$ cat config.mk
export PLATFORM = sky130hd
export DESIGN_NAME = pool_max_array
export DESIGN_NICKNAME = d
export VERILOG_FILES = /design/src/rtl/pool_pkg.sv /design/src/rtl/pool_max_lane.sv /design/src/rtl/pool_max_array.sv
export SDC_FILE = /design/constraint.sdc
export NUM_CORES = 1
export LEC_CHECK = 0
export ABC_AREA = 1
export BUFFER_PORTS_ARGS = -buffer_cell sky130_fd_sc_hd__buf_2
export CAP_MARGIN = 20
export CORE_MARGIN = 2
export CORE_UTILIZATION = 55
export DETAILED_ROUTE_END_ITERATION = 6
export PLACE_DENSITY = 0.81
export RECOVER_POWER = 25
export SYNTH_ARGS = -nofsm -noshare
export SYNTH_HDL_FRONTEND = slang
export SYNTH_SLANG_ARGS = --single-unit
$ cat constraint.sdc
create_clock -name clk -period 6 [get_ports clk]
set_clock_uncertainty 0.2 [all_clocks]
set_input_delay 1.8 -clock clk [delete_from_list [all_inputs] [get_ports clk]]
set_output_delay 1.8 -clock clk [all_outputs]
set_load 0.1 [all_outputs]
$ cat src/rtl/pool_pkg.sv
// Shared types and helpers for the max-pooling datapath.
// Holds lane width, kernel-counter widths, the control state enum,
// a signed max and the last-position decode used by lanes and control.
package pool_pkg;

  localparam int DATA_W = 8;
  localparam int KCNT_W = 2;
  localparam int DIM_W  = 3;

  typedef enum logic {POOL_IDLE, POOL_RUN} pool_state_e;

  function automatic logic signed [DATA_W-1:0] smax(
    input logic signed [DATA_W-1:0] a,
    input logic signed [DATA_W-1:0] b
  );
    return (a > b) ? a : b;
  endfunction

  // dim==0 is illegal: nothing ever counts as the last position.
  function automatic logic is_last(
    input logic [KCNT_W-1:0] x,
    input logic [KCNT_W-1:0] y,
    input logic [DIM_W-1:0]  dim
  );
    return (dim != '0) &&
           (DIM_W'(x) == dim - DIM_W'(1)) &&
           (DIM_W'(y) == dim - DIM_W'(1));
  endfunction

endpackage

$ cat src/rtl/pool_max_lane.sv
// One pooling lane: running signed max over a window, optional ReLU.
// Result register updates one cycle after the last-position sample.
// No backpressure; a flagged sample is always consumed.
module pool_max_lane
  import pool_pkg::*;
(
  input  logic                     clk,
  input  logic                     rst,
  input  logic                     flag_i,
  input  logic [KCNT_W-1:0]        kx_i,
  input  logic [KCNT_W-1:0]        ky_i,
  input  logic [DIM_W-1:0]         dim_i,
  input  logic                     relu_en_i,
  input  logic signed [DATA_W-1:0] data_i,
  output logic                     last_o,
  output logic signed [DATA_W-1:0] res_o
);

  logic signed [DATA_W-1:0] acc_q, acc_d;
  logic signed [DATA_W-1:0] res_q, res_d;
  logic signed [DATA_W-1:0] win_max;
  logic                     first_pos;
  logic                     dim_ok;

  // Accumulator and result next-state; illegal dim freezes the accumulator.
  always_comb begin
    acc_d     = acc_q;
    res_d     = res_q;
    dim_ok    = (dim_i != '0);
    first_pos = (kx_i == '0) && (ky_i == '0);
    last_o    = flag_i && is_last(kx_i, ky_i, dim_i);
    win_max   = (dim_i == DIM_W'(1)) ? data_i : smax(acc_q, data_i);
    if (flag_i && dim_ok) begin
      acc_d = first_pos ? data_i : smax(acc_q, data_i);
    end
    if (last_o) begin
      res_d = (relu_en_i && win_max[DATA_W-1]) ? '0 : win_max;
    end
  end

  // Lane state registers.
  always_ff @(posedge clk or posedge rst) begin
    if (rst) begin
      acc_q <= '0;
      res_q <= '0;
    end else begin
      acc_q <= acc_d;
      res_q <= res_d;
    end
  end

  assign res_o = res_q;

endmodule

$ cat src/rtl/pool_max_array.sv
// Per-column max pooling with output addressing and controller handshake.
// One cycle from last-position sample to out_valid/out_data/out_addr.
// No backpressure: the consumer must take one word per cycle.
module pool_max_array #(
  parameter int COLS   = 4,
  parameter int DATA_W = 8,
  parameter int ADDR_W = 10
) (
  input  logic                   clk,
  input  logic                   rst,
  input  logic [COLS-1:0]        pooling_signal_o,
  input  logic [COLS-1:0]        input_flag_pl_o,
  input  logic [1:0]             cnt_pl_kernel_x,
  input  logic [1:0]             cnt_pl_kernel_y,
  input  logic [2:0]             pooling_kernel_dim,
  input  logic                   relu_en,
  input  logic [ADDR_W-1:0]      out_base_addr,
  input  logic [COLS*DATA_W-1:0] data_in,
  output logic                   out_valid,
  output logic [COLS*DATA_W-1:0] out_data,
  output logic [ADDR_W-1:0]      out_addr,
  output logic                   out_flag_pooling,
  output logic                   pool_done
);

  logic [COLS-1:0]        lane_last;
  logic [COLS*DATA_W-1:0] lane_res;

  genvar gi;
  generate
    for (gi = 0; gi < COLS; gi++) begin : g_lane
      pool_max_lane u_lane (
        .clk       (clk),
        .rst       (rst),
        .flag_i    (input_flag_pl_o[gi]),
        .kx_i      (cnt_pl_kernel_x),
        .ky_i      (cnt_pl_kernel_y),
        .dim_i     (pooling_kernel_dim),
        .relu_en_i (relu_en),
        .data_i    (data_in[gi*DATA_W +: DATA_W]),
        .last_o    (lane_last[gi]),
        .res_o     (lane_res[gi*DATA_W +: DATA_W])
      );
    end
  endgenerate

  assign out_data = lane_res;

  // The controller drives every lane identically, so only lane 0 steers control.
  logic unused_ok;
  assign unused_ok = ^{lane_last, pooling_signal_o};

  pool_pkg::pool_state_e state_q, state_d;
  logic [ADDR_W-1:0] cnt_q, cnt_d, cur_addr;
  logic [ADDR_W-1:0] out_addr_q, out_addr_d;
  logic emitted_q, emitted_d;
  logic done_pend_q, done_pend_d;
  logic out_valid_q, out_valid_d;
  logic flag_q, flag_d;
  logic pool_done_q, pool_done_d;
  logic sig, last0, period_end;

  // Lane-0 FSM, address counter and pulse generation.
  always_comb begin
    sig         = pooling_signal_o[0];
    last0       = lane_last[0];
    state_d     = state_q;
    period_end  = (state_q == pool_pkg::POOL_RUN) && !sig;
    cur_addr    = (state_q == pool_pkg::POOL_IDLE) ? out_base_addr : cnt_q;
    out_addr_d  = last0 ? cur_addr : out_addr_q;
    cnt_d       = last0 ? cur_addr + ADDR_W'(1) : cur_addr;
    emitted_d   = sig ? (emitted_q || last0) : 1'b0;
    // pool_done trails the final word by one cycle when both land together.
    done_pend_d = period_end && (emitted_q || last0);
    pool_done_d = done_pend_q;
    out_valid_d = last0;
    flag_d      = last0 && sig;
    if (period_end) begin
      cnt_d = out_base_addr;
    end
    case (state_q)
      pool_pkg::POOL_IDLE: if (sig)  state_d = pool_pkg::POOL_RUN;
      pool_pkg::POOL_RUN:  if (!sig) state_d = pool_pkg::POOL_IDLE;
      default:             state_d = pool_pkg::POOL_IDLE;
    endcase
  end

  // Control state registers.
  always_ff @(posedge clk or posedge rst) begin
    if (rst) begin
      state_q     <= pool_pkg::POOL_IDLE;
      cnt_q       <= '0;
      out_addr_q  <= '0;
      emitted_q   <= 1'b0;
      done_pend_q <= 1'b0;
      out_valid_q <= 1'b0;
      flag_q      <= 1'b0;
      pool_done_q <= 1'b0;
    end else begin
      state_q     <= state_d;
      cnt_q       <= cnt_d;
      out_addr_q  <= out_addr_d;
      emitted_q   <= emitted_d;
      done_pend_q <= done_pend_d;
      out_valid_q <= out_valid_d;
      flag_q      <= flag_d;
      pool_done_q <= pool_done_d;
    end
  end

  assign out_valid        = out_valid_q;
  assign out_addr         = out_addr_q;
  assign out_flag_pooling = flag_q;
  assign pool_done        = pool_done_q;

endmodule
==> out/results.tsv, run 1 <==
stage	metric	value	unit
power	Switching Share	53.6	%
yosys	post-synthesis cell type count	37	
final_layout	layout cells sized above 1	17.3	%
floorplanning	total core area	11000	sq um
route	DR WL/cell	14.4	microns
floorplanning	die area	12200	sq um
worst_hold_path	Hold WC Path Type	reg2reg	
final_layout	antenna cells	0	
route	via count	6106	
global_route	GR Util met3	4.77	%
floorplanning	# rows	38	
power	Leakage	4.31	nW
final_layout	most frequent cells in the layout	nand2_1 (289), inv_1 (110), buf_2 (100), dfrtp_1 (90), nand3_1 (76)	
clock_network	CTS tree	built	
setup_path	slowest CP cell	clkbuf_1	
clock_network	H-tree depth	3	
power	Switch Pwr	1.98	mW
floorplanning	chip width	111	microns
timing	Final Hold Fails	0	
status	status	finished with violations	
yosys	synthesized netlist cell count	864	
route	antenna viol nets, final	0	
global_route	largest net degree at the start of global routing	62	
global_route	vias in the first global route	5861	
route	final WL	15800	microns
setup_path	CP max FO	34	
clock_network	Root Driver	clkbuf_16	
setup_path	Worst Setup End Kind	asynchronous set/reset pin	
clock_network	hold buffers post-CTS	0	
yosys	post-synthesis sequential area ratio	36.0	%
timing	# setup viols final	0	
clock_network	CTS max path bufs	2	
clock_network	clock latency on the worst-skew pair	350	ps
setup_path	WP data required	5890	ps
setup_path	Cell Chain, Critical Path	buf_2 -> clkinvlp_2 -> clkbuf_1	
job	maxcap violations	1	
setup_path	kind of critical path	in2async	
global_route	Tot GR Track Use	26.1	%
floorplanning	Starting Density	56.9	%
yosys	FF+latch count, synth	90	
global_route	grt ovf	0	
power	combinational share of power	57.8	%
global_route	global route hottest layer	met2	
clock_network	CTS sink count	90	
timing	Hold Slack	151	ps
place	HPWL Detailed	10500	microns
final_layout	Multi-input gate area	3420	sq um
power	PwrDens	516	nW/um^2
timing	worst slew pin tran	1890	ps
route	DR iter-0 viols	411	
place	Port Buffers	101	
timing	final setup TNS	0	ps
power	Clock Power Share	15.9	%
clock_network	Post-CTS Setup Inserts	0	
final_layout	# fillers	983	
route	DR DRC count	0	
yosys	Synthesized Nets	960	
status	violations in the final reports	capacitance limit, slew limit	
route	DRT Pass-1 Iters	5	
clock_network	CTS Buf Count	9	
global_route	initial antenna violation count	0	
yosys	post-synth design cell area	6250	sq um
global_route	first-pass GRT wire length	26700	microns
setup_path	Worst Setup Start Kind	primary input	
clock_network	clock-pin slew on the worst setup and hold paths	60	ps
yosys	Avg Cell Area, Syn	7.23	sq um
timing	max_slew headroom	-25.9	%
final_layout	NumNets Final	1052	
setup_path	WP data arrival	3890	ps
floorplanning	Die Y	111	microns
setup_path	max incr delay on CP	1410	ps
setup_path	delay-heaviest family, CP	buffers and inverters	
timing	min Tclk post-route	4000	ps
global_route	met2 usage	43.7	%
clock_network	post-cts sizing count	0	
power	peak supply drop	0.550	mV
power	Seq pwr share	26.3	%
yosys	synth warn	0	
final_layout	FF+latch area	2250	sq um
timing	maximum clock frequency	250	MHz
timing	Slew Viols, Final	35	
final_layout	synth-to-layout area growth	14.6	%
timing	fin crit share	66.7	%
final_layout	most common cell after layout, fill and taps aside	nand2_1	
place	gpl congestion	0.841	
floorplanning	num ports	105	
power	Int Power	1.71	mW
setup_path	CP Buf/Inv Count	3	
route	DR vias/cell	5.55	
global_route	met1 GRT Util	34.3	%
timing	RSZ-0062 raised after global routing	false	
power	PnR Total Power	3.69	mW
## metal layers
metal	wire length [microns]	vias up
met4	243	0
met5	0	-
met1	6860	2837
met3	910	23
met2	7830	200
li1	-	3046
## worst paths after layout
path / cells past startpoint / endpoint / startpoint / slack, ps
worst min-delay path: 0 / pool_done / done_pend_q / 150
worst max register to register: 11 / cnt_q[6] / state_q / 3480
min in group asynchronous: 2 / done_pend_q / rst / 1400
max in group clk: 12 / g_lane[1].u_lane.res_o[0] / data_in[15] / 2370
worst max-delay path: 3 / g_lane[1].u_lane.acc_q[6] / rst / 2000
worst min register to register: 0 / pool_done / done_pend_q / 150
## cell usage after synthesis, drive strengths merged
library cell	n	area share [%]
nand2	298	18
inv	113	6.9
nand3	91	9.0
dfrtp	90	36
o21ai	53	4.5
nand4	40	4.4
a21oi	38	3.2
ha	36	7.2
nor2	33	2.4
o211ai	28	3.4
clkbuf	15	0.90
buf	11	1.4
xor2	4	0.56
a21o	3	0.36
clkinv	2	0.12
o21bai	2	0.24
a31oi	1	0.10
mux2i	1	0.16
nor3	1	0.16
nor3b	1	0.20
o22ai	1	0.10
or2	1	0.10
xnor2	1	0.14
## state kept, by name (all words and copies together) (netlist names)
signal               count
g_lane.u_lane.acc_q     32
out_flag_pooling         1
done_pend_q              1
out_valid                1
g_lane.u_lane.res_o     32
cnt_q                   10
pool_done                1
emitted_q                1
out_addr                10
state_q                  1
## through the flow
step	std cells	instance area, sq um	setup slack (ps)	util [%]
6_report	1101	7160	2000	65.2
5_1_grt	1101	7160	1440	65.2
4_1_cts	1099	7130	2380	64.9
3_5_place_dp	1083	6820	2060	62.1
3_3_place_gp	1083	6820	2090	62.1
2_1_floorplan	864	6250	1660	-
## kinds of logic after synthesis
logic type	share of synthesized area [%]
simple gates	34.6
xor+xnor	0.701
mux	0.160
buf+inv	9.33
fa+ha+maj	7.21
flops	36.0
compound gates	11.9
## area by class of cell
| type | instances | share of cell area [%] |
|---|---|---|
| multi-input combinational | 633 | 47.8 |
| sequential | 90 | 31.5 |
| timing repair buffer | 107 | 7.90 |
| inverter | 115 | 6.12 |
| clock buffer | 13 | 3.63 |
| tap | 140 | 2.45 |
| clock inverter | 3 | 0.647 |
## power groups by stage
stage / logic, mW / clock network (mW) / registers [mW]
4_1_cts: 2.13 / 0.597 / 0.969
3_3_place_gp: 2.08 / 0 / 0.972
6_report: 2.14 / 0.589 / 0.970
2_1_floorplan: 1.00 / 0 / 1.70
5_1_grt: 2.33 / 0.617 / 1.00
3_5_place_dp: 2.11 / 0 / 0.976
Note: power is estimated with default switching activity, not from simulation.
==> inputs of run 2 (changes only) <==
==> constraint.sdc (replaced) <==
create_clock -name clk -period 3.93 [get_ports clk]
set_clock_uncertainty 0.2 [all_clocks]
set_input_delay 1.179 -clock clk [delete_from_list [all_inputs] [get_ports clk]]
set_output_delay 1.179 -clock clk [all_outputs]
set_load 0.1 [all_outputs]
==> run 2 against run 1 <==
The flow now finishes without violations. Cell area fell by 0.52%. Critical endpoint is now g_lane[0].u_lane.res_o[5]. Sequential share of layout area rose by 0.17 points. Count of clock-buffer cells in the layout is 1 lower. Wire length down 1.6%. Non-clock buffer count did not move.
==> out/results.tsv, run 2 (synthesized netlist as in run 1, its figures left out) <==
stage	metric	value	unit
status	status	complete, no violations	
final_layout	antenna cells	0	
setup_path	CP Buf/Inv Count	2	
power	Clock Power Share	14.6	%
place	Port Buffers	101	
setup_path	Cell Chain, Critical Path	buf_2 -> inv_1 -> ha_1 -> a21o_1 -> nor2_1 -> nand3_2 -> nand3_4 -> nand2_1 -> nand3_2 -> nand3_2 -> nand2_1 -> nand2_1	
timing	final setup TNS	0	ps
setup_path	Worst Setup Start Kind	primary input	
clock_network	CTS tree	built	
final_layout	# fillers	1009	
final_layout	most common cell after layout, fill and taps aside	nand2_1	
timing	maximum clock frequency	333	MHz
final_layout	synth-to-layout area growth	14.0	%
timing	fin crit share	76.4	%
global_route	first-pass GRT wire length	26900	microns
setup_path	WP data required	3970	ps
floorplanning	num ports	105	
route	DR WL/cell	14.2	microns
setup_path	CP max FO	9	
floorplanning	die area	12200	sq um
setup_path	Worst Setup End Kind	flop	
timing	worst slew pin tran	670	ps
setup_path	slowest CP cell	ha_1	
timing	min Tclk post-route	3000	ps
worst_hold_path	Hold WC Path Type	reg2reg	
place	pre-CTS setup slack	599	ps
setup_path	max incr delay on CP	350	ps
global_route	met1 GRT Util	36.1	%
power	PnR Total Power	5.54	mW
timing	# setup viols final	0	
power	combinational share of power	58.6	%
power	Seq pwr share	26.7	%
final_layout	post-route cell area	7120	sq um
route	DRT Pass-1 Iters	4	
job	maxcap violations	0	
clock_network	clock latency on the worst-skew pair	360	ps
clock_network	CTS max path bufs	2	
final_layout	layout cells sized above 1	17.4	%
route	final WL	15600	microns
global_route	largest net degree at the start of global routing	91	
route	DR vias/cell	5.52	
clock_network	Root Driver	clkbuf_16	
clock_network	post-cts sizing count	0	
route	DR iter-0 viols	334	
power	Int Power	2.53	mW
route	DR DRC count	0	
clock_network	clock-pin slew on the worst setup and hold paths	60	ps
clock_network	H-tree depth	3	
timing	Final Hold Fails	0	
setup_path	delay-heaviest family, CP	simple AND/OR/NAND/NOR gates	
final_layout	fin util	64.9	%
place	Post-DP Area	6850	sq um
global_route	GR Util met3	4.56	%
final_layout	NumNets Final	1052	
setup_path	kind of critical path	in2reg	
power	peak supply drop	0.605	mV
global_route	global route hottest layer	met2	
power	Switch Pwr	3.01	mW
timing	Slew Viols, Final	0	
floorplanning	total core area	11000	sq um
clock_network	CTS Buf Count	9	
global_route	vias in the first global route	5767	
power	PwrDens	778	nW/um^2
global_route	initial antenna violation count	1	
clock_network	hold buffers post-CTS	0	
floorplanning	chip width	111	microns
place	gpl congestion	0.856	
global_route	met2 usage	42.4	%
final_layout	most frequent cells in the layout	nand2_1 (289), inv_1 (110), buf_2 (100), dfrtp_1 (90), nand3_1 (76)	
global_route	grt ovf	0	
power	Switching Share	54.3	%
clock_network	Post-CTS Setup Inserts	0	
floorplanning	Die Y	111	microns
timing	RSZ-0062 raised after global routing	false	
floorplanning	Starting Density	56.9	%
route	antenna viol nets, final	0	
timing	worst setup margin	928	ps
place	HPWL Detailed	10700	microns
setup_path	WP data arrival	3050	ps
floorplanning	# rows	38	
timing	max_slew headroom	55.2	%
global_route	Tot GR Track Use	26.7	%
power	Leakage	4.30	nW
route	via count	6083	
clock_network	CTS sink count	90	
## run 2: metal layers
metal	wire, microns	up-vias
li1	-	3057
met1	6980	2808
met2	7300	188
met3	908	28
met4	373	2
met5	13	-
## run 2: final timing paths
kind,start,cells after the start,slack [ps],to
min,done_pend_q,0,170,pool_done
max reg2reg,state_q,11,1370,cnt_q[8]
max in group asynchronous,rst,3,2380,out_addr[4]
max,data_in[7],12,930,g_lane[0].u_lane.res_o[5]
min reg2reg,done_pend_q,0,170,pool_done
min in group asynchronous,rst,3,760,g_lane[3].u_lane.res_o[0]
## run 2: layout make-up
class / instances / area [sq um] / share of cell area (%)
Tap cell: 140 / 175 / 2.46
Multi-Input combinational cell: 633 / 3420 / 48.1
Clock inverter: 4 / 26.3 / 0.369
Timing Repair Buffer: 107 / 562 / 7.89
Clock buffer: 12 / 246 / 3.46
Sequential cell: 90 / 2250 / 31.6
Inverter: 115 / 438 / 6.15
## run 2: worst reg2reg max path, stage by stage, from the launching register on
cell     delay (ps)
dfrtp_1         750
inv_1           220
or2_1           270
o21ai_2          90
inv_1           120
ha_1            250
inv_1            70
nor2_1           40
nand4_1          80
xor2_1          190
nand2_1          80
a31oi_1         130
## run 2: through the flow
step / hold WS, ps / instances
finish: 172 / 1101
detailed placement: 140 / 1085
global placement: 134 / 1085
CTS: 173 / 1101
floorplan: 131 / 864
global route: 185 / 1101
## run 2: power groups by stage
stage | Clock (mW) | Combinational [mW] | Sequential [mW]
global placement | 0 | 3.18 | 1.49
global route | 0.864 | 3.58 | 1.53
finish | 0.809 | 3.25 | 1.48
floorplan | 0 | 1.53 | 2.60
detailed placement | 0 | 3.23 | 1.49
CTS | 0.828 | 3.25 | 1.48
==> inputs of run 3 (changes only) <==
--- a/config.mk
+++ b/config.mk
@@ -9,7 +9,7 @@
 export BUFFER_PORTS_ARGS = -buffer_cell sky130_fd_sc_hd__buf_2
 export CAP_MARGIN = 20
 export CORE_MARGIN = 2
-export CORE_UTILIZATION = 55
+export CORE_UTILIZATION = 52
 export DETAILED_ROUTE_END_ITERATION = 6
 export PLACE_DENSITY = 0.81
 export RECOVER_POWER = 25
==> constraint.sdc (replaced) <==
create_clock -name clk -period 2.5 [get_ports clk]
set_clock_uncertainty 0.2 [all_clocks]
set_input_delay 0.75 -clock clk [delete_from_list [all_inputs] [get_ports clk]]
set_output_delay 0.75 -clock clk [all_outputs]
set_load 0.1 [all_outputs]
==> run 3 against run 2 <==
Sequential share of layout area down 3.6 points. Clock power increased by 62%. Via count grew 7.1%. Largest cell class unchanged.
==> out/results.tsv, run 3 (synthesized netlist as in run 1, its figures left out) <==
stage	metric	value	unit
status	status	complete, no violations	
power	peak supply drop	0.839	mV
floorplanning	num ports	105	
setup_path	Worst Setup Start Kind	primary input	
timing	final setup TNS	0	ps
clock_network	CTS tree	built	
route	DRT Pass-1 Iters	5	
timing	min Tclk post-route	2340	ps
timing	worst slew pin tran	1240	ps
final_layout	synth-to-layout area growth	28.6	%
power	Switching Share	51.9	%
setup_path	kind of critical path	in2reg	
timing	maximum clock frequency	428	MHz
power	PwrDens	1190	nW/um^2
floorplanning	chip width	114	microns
clock_network	clock latency on the worst-skew pair	350	ps
place	HPWL Detailed	12300	microns
power	Int Power	4.58	mW
clock_network	clock-pin slew on the worst setup and hold paths	70	ps
setup_path	Worst Setup End Kind	flop	
timing	Slew Viols, Final	0	
power	Leakage	4.83	nW
place	gpl congestion	0.920	
setup_path	delay-heaviest family, CP	simple AND/OR/NAND/NOR gates	
timing	RSZ-0062 raised after global routing	false	
setup_path	CP Buf/Inv Count	5	
place	pre-CTS setup slack	-252	ps
setup_path	CP max FO	6	
final_layout	NumNets Final	1164	
job	maxcap violations	0	
timing	max_slew headroom	17.6	%
global_route	initial antenna violation count	1	
final_layout	layout cells sized above 1	26.4	%
global_route	grt ovf	0	
worst_hold_path	Hold WC Path Type	reg2reg	
final_layout	Multi-input gate area	3450	sq um
setup_path	slowest CP cell	ha_1	
clock_network	CTS Buf Count	9	
final_layout	FF+latch area	2250	sq um
floorplanning	# rows	40	
global_route	largest net degree at the start of global routing	91	
floorplanning	die area	12900	sq um
power	combinational share of power	61.7	%
final_layout	most common cell after layout, fill and taps aside	nand2_1	
timing	# setup viols final	0	
route	DR DRC count	0	
route	DR WL/cell	13.7	microns
power	Seq pwr share	24.5	%
route	antenna viol nets, final	0	
setup_path	max incr delay on CP	320	ps
setup_path	WP data required	2550	ps
timing	worst setup margin	163	ps
route	DR iter-0 viols	413	
timing	fin crit share	93.5	%
clock_network	Root Driver	clkbuf_16	
place	Port Buffers	101	
clock_network	CTS sink count	90	
setup_path	WP data arrival	2380	ps
setup_path	Cell Chain, Critical Path	buf_2 -> inv_1 -> ha_1 -> nand2_1 -> inv_1 -> nand2_1 -> nand2_1 -> nor2_1 -> nand3_2 -> buf_4 -> nand4_1 -> nand3_1 -> nand2_1 -> inv_1 -> nand2_1 -> nand2_1	
timing	Final Hold Fails	0	
timing	Hold Slack	158	ps
floorplanning	Die Y	114	microns
clock_network	CTS max path bufs	2	
setup_path	CP dominant cell by count	nand2_1	
final_layout	most frequent cells in the layout	nand2_1 (289), buf_4 (114), inv_1 (110), buf_2 (99), dfrtp_1 (90)	
global_route	vias in the first global route	6458	
global_route	first-pass GRT wire length	28500	microns
power	Switch Pwr	4.95	mW
global_route	Tot GR Track Use	27.3	%
route	DR vias/cell	5.33	
power	Clock Power Share	13.7	%
floorplanning	total core area	11900	sq um
floorplanning	Starting Density	52.7	%
route	final WL	16700	microns
clock_network	H-tree depth	3	
route	via count	6512	
final_layout	# fillers	1042	
-- run 3: power groups by stage --
stage | logic (mW) | registers [mW] | clock network (mW)
finish | 5.89 | 2.34 | 1.31
detailed placement | 5.83 | 2.35 | 0
floorplan | 2.41 | 4.09 | 0
global placement | 5.68 | 2.34 | 0
global route | 6.46 | 2.40 | 1.41
CTS | 5.85 | 2.33 | 1.34
-- run 3: path summary, 6_finish.rpt --
kind	startpoint	to	slack (ps)	cells after the start
worst max register to register	g_lane[0].u_lane.acc_q[7]	g_lane[0].u_lane.res_o[5]	290	12
worst min register to register	done_pend_q	pool_done	160	0
min in group asynchronous	rst	g_lane[3].u_lane.res_o[2]	630	3
worst max-delay path	data_in[23]	g_lane[2].u_lane.res_o[2]	160	16
max in group asynchronous	rst	cnt_q[1]	690	3
worst min-delay path	done_pend_q	pool_done	160	0
-- run 3: per-layer routing --
| metal | track usage, % | wire length (microns) |
|---|---|---|
| met5 | 0 | 0 |
| met4 | 11.7 | 427 |
| met3 | 5.26 | 886 |
| met2 | 45.5 | 7990 |
| met1 | 34.7 | 7420 |
-- run 3: layout make-up --
type / instances / area share, %
Inverter: 115 / 5.48
Clock inverter: 5 / 0.498
Clock buffer: 11 / 3.02
Tap cell: 147 / 2.29
Sequential cell: 90 / 28.0
Antenna cell: 1 / 0.0311
Multi-Input combinational cell: 633 / 42.9
Timing Repair Buffer: 219 / 17.7
-- run 3: repair_timing --
action | in CTS | in global routing
endpoints found under the setup margin | 0 | 15
setup buffers | 0 | 1
resized for setup | 0 | 6
hold buffers | 0 | 0
-- run 3: worst register-to-register path: stages (launching register included) --
cell and delay, ps:
dfrtp_1 410, ha_1 330, nand2_1 90, nor2_2 150
nand2_1 100, nand2_1 90, nand2_2 100, nand3_4 150
nand2_1 100, nand3_2 120, nand3_4 110, nand2_1 100
nand2_1 50
-- run 3: metrics by stage --
stage	area, sq um	instances	util [%]	total power, mW
2_1_floorplan	6250	864	-	6.50
4_1_cts	8020	1219	67.6	9.52
5_1_grt	8040	1221	67.8	10.3
3_3_place_gp	7730	1203	65.2	8.02
3_5_place_dp	7730	1203	65.2	8.18
6_report	8040	1221	67.8	9.53
